`config.mk`:
```
export PLATFORM = sky130hd
export DESIGN_NAME = onehot_prio_arb_mux
export DESIGN_NICKNAME = d
export VERILOG_FILES = /design/src/rtl/onehot_prio_arb_mux.sv
export SDC_FILE = /design/constraint.sdc
export NUM_CORES = 1
export LEC_CHECK = 0
export BUFFER_PORTS_ARGS = -buffer_cell sky130_fd_sc_hd__clkbuf_2
export CAP_MARGIN = 20
export CORE_ASPECT_RATIO = 1.25
export CORE_UTILIZATION = 23
export CTS_CLUSTER_DIAMETER = 100
export DETAILED_ROUTE_END_ITERATION = 12
export GPL_TIMING_DRIVEN = 0
export PLACE_DENSITY = 0.79
export SYNTH_ARGS = -nofsm -noshare
export SYNTH_HDL_FRONTEND = slang
export SYNTH_SLANG_ARGS = --single-unit
```
`constraint.sdc`:
```
create_clock -name clk -period 2.2 [get_ports clk]
set_clock_uncertainty 0.2 [all_clocks]
set_input_delay 0.11 -clock clk [delete_from_list [all_inputs] [get_ports clk]]
set_output_delay 0.11 -clock clk [all_outputs]
set_load 0.05 [all_outputs]
```
`src/rtl/onehot_prio_arb_mux.sv`:
```
// onehot_prio_arb_mux
//   Strict-priority arbiter with optional rotate-away-from-last-winner mode,
//   paired with a one-hot AND-OR data multiplexer.
//
//   The arbiter grants the lowest-index requester. When canchange is high, a
//   requester that won last cycle yields to any other requester. A lone
//   previous winner keeps its grant.
//
//   The mux ORs together every data lane whose select bit is set. An all-zero
//   select gives zero. A multi-hot select gives the OR of the selected lanes.
//
// Ports
//   clk        clock, rising-edge
//   rst        synchronous reset, active-high (clears the last-grant register)
//   canchange  enable rotation away from the previous winner
//   req        request vector, bit i = requester i
//   gnt        zero or one-hot grant, combinational, subset of req
//   mux_sel    mux select vector (any value legal)
//   mux_in     concatenated lanes, lane i = mux_in[i*W_DATA +: W_DATA]
//   mux_out    AND-OR selected data, combinational
module onehot_prio_arb_mux #(
  parameter int N_INPUTS = 2,
  parameter int W_DATA   = 32
) (
  input  logic                       clk,
  input  logic                       rst,
  input  logic                       canchange,
  input  logic [N_INPUTS-1:0]        req,
  output logic [N_INPUTS-1:0]        gnt,
  input  logic [N_INPUTS-1:0]        mux_sel,
  input  logic [N_INPUTS*W_DATA-1:0] mux_in,
  output logic [W_DATA-1:0]          mux_out
);

  localparam logic [N_INPUTS-1:0] ONE = N_INPUTS'(1);

  logic [N_INPUTS-1:0] last_gnt_q;
  logic [N_INPUTS-1:0] last_gnt_d;
  logic [N_INPUTS-1:0] held;
  logic [N_INPUTS-1:0] others;

  // Isolates the lowest set bit: v & -v in two's complement.
  function automatic logic [N_INPUTS-1:0] lowest_set(input logic [N_INPUTS-1:0] v);
    return v & (~v + ONE);
  endfunction

  assign held   = req & last_gnt_q;
  assign others = req & ~last_gnt_q;

  always_comb begin
    gnt = lowest_set(req);
    if (canchange) begin
      if ((held != '0) && (others != '0)) begin
        gnt = lowest_set(others);
      end else if (others == '0) begin
        // Previous winner is the only requester, or nobody requests.
        gnt = held;
      end
    end
  end

  assign last_gnt_d = gnt;

  always_ff @(posedge clk) begin
    if (rst) begin
      last_gnt_q <= '0;
    end else begin
      last_gnt_q <= last_gnt_d;
    end
  end

  // Gating with AND keeps unselected lanes, even X ones, out of the result.
  always_comb begin
    mux_out = '0;
    for (int i = 0; i < N_INPUTS; i++) begin
      mux_out = mux_out | (mux_in[i*W_DATA +: W_DATA] & {W_DATA{mux_sel[i]}});
    end
  end

endmodule

```
==> flow_metrics.py <==
metrics = {
    "yosys": {
        "yosysUniqueCellTypes": 11,
        "synth_top_family_by_area": "compound AO/OA/AOI/OAI gates",
        "synth-seq-cells": 2,
        "syn_avg_cell_area_sq_um": 9.291,
        "netlist_area_sq_um": 436.7,
        "muxShareOfSynthArea": 0,
        "synth_compound_area_frac": 0.6762,
        "synthSimpleGateAreaFrac": 0.07736,
        "ys_seq_area_frac": 0.09169,
        "syn_nets": 118,
        "yosys.area_share.adder": 0,
        "syn_inst": 47,
        "synth_xor_area_frac": 0,
        "yosys_warnings": 0,
    },
    "worst_setup_path": {
        "path_buf_inv": 3,
        "critical_path.cell_chain": "dlygate4sd3_1 > clkbuf_2 > nand2b_1 > a21oi_1 > dlygate4sd3_1",
        "critPathCaptureType": "register",
        "crit_slowest_cell": "dlygate4sd3_1",
        "cp.required_ns": 2.17,
        "crit_family": "buffers and inverters",
        "cpPeakStageDelay_ns": 0.57,
        "start_kind": "primary input",
        "worstPathMaxFanout": 2,
        "critPathKind": "in2reg",
        "arrival_ns": 1.59,
        "crit_top_cell": "dlygate4sd3_1",
    },
    "global_routing": {
        "overflow": 0,
        "grt_antenna_before_repair": 0,
        "grt_pass1_wl_um": 2739,
        "grt_pass1_vias": 733,
        "grt_max_degree": 11,
        "gr-usage-all-layers": 0.1847,
    },
    "sta": {
        "max_freq_mhz": 616.1,
        "period_needed_ns": 1.623,
        "finalSetupViolCount": 0,
        "rsz0062_at_grt": "no",
        "setup_tns_ns": 0,
        "final_hold_viol_count": 0,
        "fin_crit_sh": 0.7378,
        "worst_slew_pin_slew_ns": 0.2975,
        "report.final.slew_viol_count": 0,
        "setup_slack_ns": 0.5769,
        "slew_headroom": 0.8025,
        "hold_ws_ns": 0.06854,
    },
    "clocking": {
        "cts.hold.buffers_added": 3,
        "cts.repair.resized": 0,
        "cts_buffer_depth": 2,
        "cts-root-buf": "clkbuf_4",
        "cts_tree": "built",
        "cts_sinks": 2,
        "cts_htree_levels": 1,
        "post_cts_buffers": 0,
        "cts_made_buffers": 3,
        "worstSkewPairLatency_ns": 0.23,
        "clk_pin_slew_ns": 0.03,
    },
    "finish": {
        "largest_reg_flops": 2,
        "reg_top3": "last_gnt_q x2",
        "syn2layout_area_growth_pct": 136.7,
        "final_net_count": 230,
        "top_register": "last_gnt_q",
        "n_fill_cell": 170,
        "n_antenna_cell": 0,
        "design_area_sq_um": 1033,
        "drive_gt1_frac": 0.7325,
    },
    "placed_design": {
        "dpl_worst_slack_ns": 0.9930,
        "io_buffers": 104,
        "hpwl_um": 1672,
        "place_area_sq_um": 980.9,
        "gp_congestion": 0.7486,
    },
    "floorplanning": {
        "die-area_sq_um": 2078,
        "rows": 17,
        "io_pins": 105,
        "placeableCoreArea_sq_um": 1765,
        "start_util": 0.2473,
        "die_w_um": 40.97,
        "die_h_um": 50.72,
    },
    "power": {
        "ir_drop_mv": 0.3001,
        "power_density_nw_per_um2": 470.8,
        "p_leak_nw": 0.6636,
    },
    "routing": {
        "first_iter_violations": 8,
        "drcViolationCount": 0,
        "postRouteAntennaNets": 0,
        "firstDrtPassIters": 2,
        "routed_wirelength_um": 1991,
        "viasPerCell": 4.869,
        "wl_per_cell_um": 11.31,
        "vias": 857,
    },
    "flow_run": {
        "max_cap_violations": 0,
    },
    "worst_hold_path": {
        "hp-class": "in2reg",
    },
    "status": {
        "status": "completed",
    },
}
[where the power goes]
part           leakage (nW)  internal (mW)  total (mW)  switching (mW)
clock network        0.0138         0.0601      0.0822          0.0221
registers            0.0166         0.0385      0.0395        0.000943
logic                 0.633          0.125       0.365           0.240
total                 0.664          0.223       0.487           0.263
[cell type report]
class                           count  area (sq um)  area share
Sequential cell                     2         40.04     0.03874
Tap cell                           19         23.77     0.02300
Timing Repair Buffer              107         550.5      0.5327
Buffer                              6         67.56     0.06538
Clock buffer                        3         22.52     0.02179
Multi-Input combinational cell     39         329.1      0.3184
[layout by cell type (no fill, tap or decap)]
master / instances
nand2_1: 1
and3b_1: 1
dfxtp_1: 2
a22o_1: 30
a22o_2: 2
clkbuf_2: 104
a21boi_0: 1
and2_1: 1
buf_6: 6
nand4b_1: 1
a21oi_1: 1
dlygate4sd3_1: 3
nand2b_1: 1
clkbuf_4: 3
[metal layers]
metal / up-vias / GRT usage / share of wire
met4: 0 / 0.06667 / 0.010
met2: 58 / 0.3385 / 0.54
met1: 369 / 0.1850 / 0.35
li1: 427 / - / -
met5: - / 0 / 0
met3: 3 / 0.03982 / 0.10
[cells in the mapped netlist (all sizes together)]
cell	number	area, sq um
a21boi	1	7.510
a21oi	1	5.000
a22o	32	282.8
and2	1	6.260
and3b	1	8.760
buf	6	67.56
dfxtp	2	40.04
nand2	1	3.750
nand2b	1	6.260
nand4b	1	8.760
[worst reg2reg max path: cells and delay by family (launching register included)]
| kind | cells | cell delay (ns) |
|---|---|---|
| DFF | 1 | 0.34 |
| and+or+nand+nor | 1 | 0.08 |
| buffers and inverters | 1 | 0.57 |
| AOI/OAI and AO/OA | 1 | 0.15 |
[metrics by stage]
stage	total power [mW]	util	cells
CTS	0.4889	0.5854	176
detailed placement	0.4014	0.5556	170
global placement	0.3962	0.5556	170
global route	0.5083	0.5854	176
floorplan	0.2869	-	47
finish	0.4866	0.5854	176
[worst paths after layout]
kind / from / slack (ns) / endpoint / depth (start not counted)
max: rst / 0.58 / last_gnt_q[1] / 5
min: canchange / 0.07 / last_gnt_q[0] / 3
max reg2reg: last_gnt_q[0] / 0.80 / last_gnt_q[1] / 3
min reg2reg: last_gnt_q[1] / 0.41 / last_gnt_q[0] / 2
[cell families (layout without fill, tap and decap cells)]
family / after synthesis / in the layout
compound gates: 34 / 34
buf+inv: 6 / 116
simple gates: 5 / 5
flops: 2 / 2
Note: power is estimated with default switching activity, not from simulation.
